[src/rtl/midi_voice_allocator.sv]
`default_nettype none
// ============================================================================
//  Module   : midi_voice_allocator
//  Purpose  : Maps MIDI note events onto VOICES synth voice slots using a
//             serial scan (free > oldest released > oldest held/steal).
//  Revision : 1.0  initial release
// ============================================================================
module midi_voice_allocator #(
    parameter int VOICES  = 128,
    parameter int V_WIDTH = $clog2(VOICES),
    parameter int AGE_W   = 8
) (
    input  logic                CLOCK_25,
    input  logic                reset_reg,
    input  logic [15:0]         ch_enable,
    input  logic                ev_valid,
    output logic                ev_ready,
    input  logic [1:0]          ev_type,
    input  logic [3:0]          ev_ch,
    input  logic [6:0]          ev_key,
    input  logic [6:0]          ev_vel,
    input  logic [VOICES-1:0]   voice_free,
    output logic                note_on,
    output logic                note_evt,
    output logic [VOICES-1:0]   keys_on,
    output logic [V_WIDTH-1:0]  cur_key_adr,
    output logic [7:0]          cur_key_val,
    output logic [7:0]          cur_vel_on,
    output logic [7:0]          cur_vel_off,
    output logic                steal,
    output logic [V_WIDTH:0]    active_keys,
    output logic                off_note_err
);

    localparam logic [1:0] S_IDLE  = 2'd0;
    localparam logic [1:0] S_SCAN  = 2'd1;
    localparam logic [1:0] S_ISSUE = 2'd2;

    localparam logic [1:0] OP_OFF  = 2'd0;
    localparam logic [1:0] OP_ON   = 2'd1;
    localparam logic [1:0] OP_ALL  = 2'd2;

    logic [1:0]         r_state;
    logic [V_WIDTH-1:0] r_idx;
    logic [1:0]         r_op;
    logic [3:0]         r_ch;
    logic [6:0]         r_key;
    logic [6:0]         r_vel;

    logic [VOICES-1:0]  r_keys;
    logic [6:0]         r_vkey  [VOICES];
    logic [3:0]         r_vch   [VOICES];
    logic [AGE_W-1:0]   r_stamp [VOICES];
    logic [AGE_W-1:0]   r_cnt;

    logic               r_hit_v, r_free_v, r_rel_v, r_old_v;
    logic [V_WIDTH-1:0] r_hit_i, r_free_i, r_rel_i, r_old_i;
    logic [AGE_W-1:0]   r_rel_age, r_old_age;

    logic               r_note_on, r_note_evt, r_steal, r_err;
    logic [V_WIDTH-1:0] r_adr;
    logic [7:0]         r_kval, r_von, r_voff;
    logic [V_WIDTH:0]   r_active;

    logic               w_accept, w_drop, w_last;
    logic [1:0]         w_op;
    logic               w_held, w_match;
    logic [AGE_W-1:0]   w_age;
    logic               w_hit_v, w_free_v, w_rel_v, w_old_v;
    logic [V_WIDTH-1:0] w_hit_i, w_free_i, w_rel_i, w_old_i;
    logic [AGE_W-1:0]   w_rel_age, w_old_age;
    logic [V_WIDTH-1:0] w_tgt;
    logic               w_steal;
    logic [V_WIDTH:0]   w_pop;

    assign ev_ready     = (r_state == S_IDLE) & ~reset_reg;
    assign w_accept     = ev_valid & ev_ready;
    assign w_drop       = ~ch_enable[ev_ch] | (ev_type == 2'd3);
    // A note-on with zero velocity is a note-off by MIDI convention
    assign w_op         = (ev_type == OP_ON && ev_vel == 7'd0) ? OP_OFF : ev_type;
    assign w_last       = (r_idx == V_WIDTH'(VOICES - 1));

    assign w_held       = r_keys[r_idx];
    assign w_match      = w_held && (r_vch[r_idx] == r_ch) && (r_vkey[r_idx] == r_key);
    assign w_age        = r_cnt - r_stamp[r_idx];

    // Candidate trackers including the voice examined this cycle
    always_comb begin
        w_hit_v   = r_hit_v;   w_hit_i   = r_hit_i;
        w_free_v  = r_free_v;  w_free_i  = r_free_i;
        w_rel_v   = r_rel_v;   w_rel_i   = r_rel_i;   w_rel_age = r_rel_age;
        w_old_v   = r_old_v;   w_old_i   = r_old_i;   w_old_age = r_old_age;
        if (!r_hit_v && w_match) begin
            w_hit_v = 1'b1;
            w_hit_i = r_idx;
        end
        if (!r_free_v && !w_held && voice_free[r_idx]) begin
            w_free_v = 1'b1;
            w_free_i = r_idx;
        end
        if (!w_held && !voice_free[r_idx] && (!r_rel_v || w_age > r_rel_age)) begin
            w_rel_v   = 1'b1;
            w_rel_i   = r_idx;
            w_rel_age = w_age;
        end
        if (w_held && (!r_old_v || w_age > r_old_age)) begin
            w_old_v   = 1'b1;
            w_old_i   = r_idx;
            w_old_age = w_age;
        end
    end

    always_comb begin
        w_steal = 1'b0;
        if (w_hit_v)       w_tgt = w_hit_i;
        else if (w_free_v) w_tgt = w_free_i;
        else if (w_rel_v)  w_tgt = w_rel_i;
        else begin
            w_tgt   = w_old_i;
            w_steal = 1'b1;
        end
    end

    always_comb begin
        w_pop = '0;
        for (int i = 0; i < VOICES; i++)
            w_pop = w_pop + {{V_WIDTH{1'b0}}, r_keys[i]};
    end

    always_ff @(posedge CLOCK_25) begin
        if (reset_reg) begin
            r_state    <= S_IDLE;
            r_idx      <= '0;
            r_op       <= OP_OFF;
            r_ch       <= '0;
            r_key      <= '0;
            r_vel      <= '0;
            r_keys     <= '0;
            r_cnt      <= '0;
            for (int i = 0; i < VOICES; i++) begin
                r_vkey[i]  <= '0;
                r_vch[i]   <= '0;
                r_stamp[i] <= '0;
            end
            r_hit_v    <= 1'b0;  r_hit_i  <= '0;
            r_free_v   <= 1'b0;  r_free_i <= '0;
            r_rel_v    <= 1'b0;  r_rel_i  <= '0;  r_rel_age <= '0;
            r_old_v    <= 1'b0;  r_old_i  <= '0;  r_old_age <= '0;
            r_note_on  <= 1'b0;
            r_note_evt <= 1'b0;
            r_steal    <= 1'b0;
            r_err      <= 1'b0;
            r_adr      <= '0;
            r_kval     <= '0;
            r_von      <= '0;
            r_voff     <= '0;
            r_active   <= '0;
        end else begin
            r_note_on  <= 1'b0;
            r_note_evt <= 1'b0;
            r_steal    <= 1'b0;
            r_err      <= 1'b0;
            r_active   <= w_pop;
            case (r_state)
                S_IDLE: begin
                    if (w_accept && !w_drop) begin
                        r_op     <= w_op;
                        r_ch     <= ev_ch;
                        r_key    <= ev_key;
                        r_vel    <= ev_vel;
                        r_idx    <= '0;
                        r_hit_v  <= 1'b0;
                        r_free_v <= 1'b0;
                        r_rel_v  <= 1'b0;
                        r_old_v  <= 1'b0;
                        r_state  <= S_SCAN;
                    end
                end
                S_SCAN: begin
                    r_hit_v  <= w_hit_v;   r_hit_i  <= w_hit_i;
                    r_free_v <= w_free_v;  r_free_i <= w_free_i;
                    r_rel_v  <= w_rel_v;   r_rel_i  <= w_rel_i;   r_rel_age <= w_rel_age;
                    r_old_v  <= w_old_v;   r_old_i  <= w_old_i;   r_old_age <= w_old_age;
                    if (!w_last) begin
                        r_idx <= r_idx + V_WIDTH'(1);
                    end else begin
                        // Results land on the edge into ISSUE so pulses are seen there
                        r_state <= S_ISSUE;
                        case (r_op)
                            OP_ON: begin
                                r_keys[w_tgt]  <= 1'b1;
                                r_vch[w_tgt]   <= r_ch;
                                r_vkey[w_tgt]  <= r_key;
                                r_stamp[w_tgt] <= r_cnt;
                                r_cnt          <= r_cnt + AGE_W'(1);
                                r_note_on      <= 1'b1;
                                r_note_evt     <= 1'b1;
                                r_steal        <= w_steal;
                                r_adr          <= w_tgt;
                                r_kval         <= {1'b0, r_key};
                                r_von          <= {1'b0, r_vel};
                            end
                            OP_OFF: begin
                                if (w_hit_v) begin
                                    r_keys[w_hit_i] <= 1'b0;
                                    r_note_evt      <= 1'b1;
                                    r_adr           <= w_hit_i;
                                    r_kval          <= {1'b0, r_key};
                                    r_voff          <= {1'b0, r_vel};
                                end else begin
                                    r_err <= 1'b1;
                                end
                            end
                            default: begin
                                for (int i = 0; i < VOICES; i++)
                                    if (r_keys[i] && r_vch[i] == r_ch)
                                        r_keys[i] <= 1'b0;
                            end
                        endcase
                    end
                end
                S_ISSUE: r_state <= S_IDLE;
                default: r_state <= S_IDLE;
            endcase
        end
    end

    assign note_on      = r_note_on;
    assign note_evt     = r_note_evt;
    assign keys_on      = r_keys;
    assign cur_key_adr  = r_adr;
    assign cur_key_val  = r_kval;
    assign cur_vel_on   = r_von;
    assign cur_vel_off  = r_voff;
    assign steal        = r_steal;
    assign active_keys  = r_active;
    assign off_note_err = r_err;

endmodule
`default_nettype wire

[config.mk]
export PLATFORM = sky130hd
export DESIGN_NAME = midi_voice_allocator
export DESIGN_NICKNAME = d
export VERILOG_FILES = /design/src/rtl/midi_voice_allocator.sv
export SDC_FILE = /design/constraint.sdc
export NUM_CORES = 2
export LEC_CHECK = 0
export ABC_AREA = 1
export BUFFER_PORTS_ARGS = -buffer_cell sky130_fd_sc_hd__buf_4
export CAP_MARGIN = 10
export CORE_MARGIN = 1.5
export CORE_UTILIZATION = 45
export CTS_BUF_LIST = sky130_fd_sc_hd__clkbuf_16
export CTS_CLUSTER_DIAMETER = 100
export DETAILED_ROUTE_END_ITERATION = 16
export PLACE_DENSITY_LB_ADDON = 0.3
export SYNTH_ARGS = -nofsm -noshare
export SYNTH_HDL_FRONTEND = slang
export SYNTH_SLANG_ARGS = --single-unit
[constraint.sdc]
create_clock -name CLOCK_25 -period 9.6 [get_ports CLOCK_25]
set_clock_uncertainty 0.2 [all_clocks]
set_input_delay 0 -clock CLOCK_25 [delete_from_list [all_inputs] [get_ports CLOCK_25]]
set_output_delay 0 -clock CLOCK_25 [all_outputs]
set_load 0.1 [all_outputs]
Yosys cells after proc, flatten, opt, wreduce, memory -nomap -nowiden
Memories as Yosys holds them, arrays and structs flattened. A register that Yosys moved wholly into a read port is not among the register bits.
Cells that the tools add are included.
- magnitude comparators: 8
- divide/modulo/power cells: 0
- multiplexer cells: 193
- shifts and indexed selects: 0
- reductions and logical operators: 426
- equality and inequality tests: 140
- bitwise gates (word level): 12
- add/subtract/negate cells: 130
- multiply operators: 0
- operator list (kind ; number):
    $add A8 B1 Y8 ; 120
    $reduce_and A4 Y1 ; 130
    $eq A4 B4 Y1 ; 129
    $reduce_bool A3 Y1 ; 128
    $pmux W128 S2 ; 1
    $mux W1 ; 151
    $logic_and A1 B1 Y1 ; 140
    $mux W7 ; 20
    $and A128 B128 Y128 ; 1
    $mux W128 ; 1
    $not A128 Y128 ; 1
    $or A128 B128 Y128 ; 1
    $pmux W7 S2 ; 2
    $lt A7 B8 Y1 const B ; 3
    $gt A8 B8 Y1 ; 2
    $mux W8 ; 2
    $pmux W8 S2 ; 1
    $bmux W1 S7 ; 2
    $demux W1 S7 ; 2
    $ge A7 B1 Y1 const B ; 2
    $pmux W1 S2 ; 5
    $reduce_and A2 Y1 ; 5
    $reduce_and A3 Y1 ; 3
    $add A7 B1 Y8 ; 1
    other kinds (33) ; 56
- word-level logic and storage cells: 1066
- latch bits: 0
- RAM bits: 2432
- output and inout bits: 172
- register bits: 254
- memories: 3
- ROM bits: 0
- memories (name ; words ; width ; rd ports ; clocked after Yosys merged registers in ; write ports ; line ; RTL):
    r_stamp ; 128 ; 8 ; 1 ; 1 ; 128 ; 53 ; logic [AGE_W-1:0] r_stamp [VOICES];
    r_vkey ; 128 ; 7 ; 1 ; 1 ; 128 ; 51 ; logic [6:0] r_vkey [VOICES];
    r_vch ; 128 ; 4 ; 129 ; 1 ; 128 ; 52 ; logic [3:0] r_vch [VOICES];

Depth between registers and ports, before layout
- depth after elaboration: 127
- mapped depth: 50
- gate-level depth less buffers: 41

Worst setup path before layout
No wires, ideal clock.
- path type: register to register
- start: reg (tool-made name)
- end: mem r_stamp[120][0], enable pin
- data arrival time: 7826 ps
- clock period less this slack: 8448 ps
- path slack: 1152 ps
- cell stages (with the launch flop): 47
- path buffers: 9
- path through: dfxtp_1 buf_4 buf_2 buf_2 clkbuf_1 clkbuf_1 clkbuf_1 clkbuf_1 clkbuf_1 nor2_1 o22ai_1 nor2_1 o32ai_1 nor2_1 o32ai_1 nand2_1 nand2_1 ha_1 (+11 left out) a221oi_1 o21ai_0 o41ai_1 nand2_1 nand2_1 buf_2 nand2_1 o21ai_0 nor2_1 nor2_1 a21oi_1 nand2_1 nand2_1 nor2_1 inv_2 nor2_2 inv_1 o21ai_0
- RTL lines (what ; line):
    to (decl) ; 53

==> summary.txt <==
Layout
  – # fillers: 26,700
  – Nets: 15,200
  – Share of cells above drive strength 1: 11.2%
  – Area Growth Syn to Fin: 16.0%
  – Cell area after layout: 0.155 sq mm
  – Final Util: 52.6%

Synthesis
  – Synth top cells by count: nor2_1, edfxtp_1, nand2_1, nand3_1, o21ai_0
  – Synth Instances: 14,800
  – Primary FF master, synth: edfxtp_1
  – Register area share after synthesis: 58.5%
  – Most numerous cell in the Yosys netlist: nor2_1
  – Synthesized area: 0.134 sq mm
  – Warnings from Yosys: 0
  – Yosys top cell by area: edfxtp_1
  – Area contributors post-synth: edfxtp_1, nor2_1, nand3_1
  – Ys async rst share: 0%
  – Number of synthesized flops with an enable pin: 2,432
  – Syn Area/Cell: 9.06 sq um
  – Library cells used by synthesis: 52
  – Synthesized flop and latch total: 2,692
  – Yosys top cell area share: 54.6%

Critical path
  – Critical Path Source Type: flip-flop
  – Cells on worst reg2reg path: 41
  – Crit path top cell by count: nand2_1
  – Critical R2R Capture: r_stamp[15][1]
  – Type of the worst setup path: flip-flop to flip-flop
  – CP Max Fanout: 72
  – Crit. End Element: flip-flop
  – Critical-path top delay cell: o32ai_1
  – R2r setup slk: 0.45 ns
  – WP data required: 9.99 ns
  – Worst Setup EP: r_stamp[15][1]
  – Crit path largest cell delay: 0.69 ns
  – Crit path DAT: 9.54 ns

Power and ir drop
  – PwrDens: 173 mW/mm^2
  – Leak: 55.9 nW
  – Peak VDD IR: 168 uV
  – Pwr Total: 0.0269 W

Global route
  – Largest net degree at the start of global routing: 163
  – First-pass GRT wire length: 757,000 um
  – GRT Util Overall: 34.6%
  – Initial antenna violation count: 25
  – Total grt overflow: 0
  – Vias in the first global route: 106,000

Place
  – Post-DP Area: 0.145 sq mm
  – Placer Congestion: 1.03
  – HPWL Detailed: 354,000 um
  – IO buf count: 335

STA
  – Period utilization: 95.3%
  – Max-slew violations: 0
  – Crit path time final: 9.15 ns
  – Final hold violation count: 0
  – Setup TNS: 0 ns
  – Rel. slew slack: 9.99%
  – Fmax: 0.109 GHz
  – Worst Hold Slack: 0.0755 ns
  – Least-Margin Pin Slew: 1.35 ns
  – Final setup violation count: 0
  – RSZ-0062 raised after global routing: no

CTS
  – Clk Tree Root Cell: clkbuf_16
  – Num CTS Buffers: 296
  – CTS resizes: 0
  – H-Tree Level Count: 5
  – CTS Sinks: 2,692
  – Clock tree buffer depth: 4
  – Reg clk slew, reported paths: 0.06 ns
  – Skew-Pair Late Insertion Delay: 0.91 ns
  – CTS tree: built

Routing
  – # DRC: 0
  – Initial DRT Pass Iterations: 7
  – Drt initial violations: 17,400
  – Routed wire per std cell: 28.0 um
  – Drt total wl: 535,000 um
  – DR vias/cell: 6.07
  – Antenna Nets Post-Route: 0
  – Via count: 116,000

Run status
  – Status: finished, final reports clean

Die
  – Die width: 548 um
  – Initial Util: 45.3%
  – Core area: 0.295 sq mm
  – # IOs: 339
  – Number of core rows: 199
  – Die Footprint: 0.300 sq mm
  – Die Y: 548 um

Hold path
  – Worst Hold Class: input port to flip-flop

Run
  – MaxCap Viol Count: 0
-- sequential cells by signal (all words and copies together) (netlist names), 8 cells and up, named ones only --
name         cells
active_keys      8
keys_on        128
r_cnt            8
r_old_age        8
r_rel_age        8
r_stamp       1024
r_vch          512
r_vkey         896
-- final cells by class --
class | count | area, sq um | area share (%)
diodes | 20 | 50.0 | 0.0323
clock buffers | 298 | 7460 | 4.81
clock inverters | 229 | 1770 | 1.14
inverters | 439 | 1790 | 1.16
multi-input cells | 10300 | 48300 | 31.2
flip-flops and latches | 2692 | 78300 | 50.5
well taps | 3919 | 4900 | 3.16
repair buffers | 1206 | 12500 | 8.06
-- layer usage --
| metal | track usage (%) | vias to the layer above | wire length (um) |
|---|---|---|---|
| met5 | 0.396 | - | 52 |
| met4 | 22.6 | 8 | 41300 |
| met3 | 7.42 | 1615 | 60500 |
| met2 | 52.6 | 7648 | 236000 |
| met1 | 44.8 | 56000 | 196000 |
| li1 | - | 50600 | - |
-- through the flow --
stage,std cells,setup slack [ns]
6_report,19100,0.447
5_1_grt,19100,0.275
4_1_cts,19100,0.719
3_5_place_dp,18500,0.785
3_3_place_gp,18500,0.681
2_1_floorplan,14800,1.15
-- timing repair --
action | 4_1_cts | 5_1_grt
setup buffers | 0 | 0
hold endpoints to repair | 91 | 0
hold buffers | 74 | 0
-- worst max-delay path: cells and delay by family, from the launching register on --
family,cells,cell delay [ns]
mux,1,0.16
compound gates,14,3.12
xor+xnor,1,0.26
flops,1,0.44
fa+ha+maj,2,0.69
buf+inv,8,1.69
simple gates,15,2.09
-- where the power goes --
| group | switching, W | leakage (nW) | internal [W] | total (W) |
|---|---|---|---|---|
| registers | 0.000173 | 26.4 | 0.0132 | 0.0133 |
| logic | 0.00172 | 24.7 | 0.000695 | 0.00242 |
| clock network | 0.00489 | 4.76 | 0.00626 | 0.0111 |
| total | 0.00678 | 55.9 | 0.0201 | 0.0269 |
-- kinds of logic after synthesis --
logic type	after synthesis	share of synthesized area, %
simple gates	7773	23.8
flops	2692	58.5
compound gates	2180	8.91
buf+inv	1787	5.52
fa+ha+maj	166	2.21
xor+xnor	149	0.976
mux	8	0.0599
other cells	1	0.00281
-- how the worst min path moves through the flow --
| stage | slack (ns) | startpoint | endpoint | depth (start not counted) |
|---|---|---|---|---|
| floorplan | -0.03 | ev_type[0] | r_op[0] | 2 |
| global placement | 0.09 | ev_key[6] | r_key[6] | 3 |
| detailed placement | 0.10 | ev_key[6] | r_key[6] | 3 |
| CTS | 0.02 | reset_reg | active_keys[1] | 3 |
| global route | 0.06 | reset_reg | active_keys[0] | 3 |
| finish | 0.08 | reset_reg | active_keys[1] | 3 |
-- layout by cell type (no fill, tap or decap), types with 249 or more instances in the layout --
cell          n
nor2_1     3458
edfxtp_1   2432
nand2_1    2351
nand3_1    1775
o21ai_0    1042
buf_4       871
a21oi_1     502
inv_1       451
o22ai_1     395
clkbuf_16   298
buf_12      261
dfxtp_1     249
Note: power is estimated with default switching activity, not from simulation.
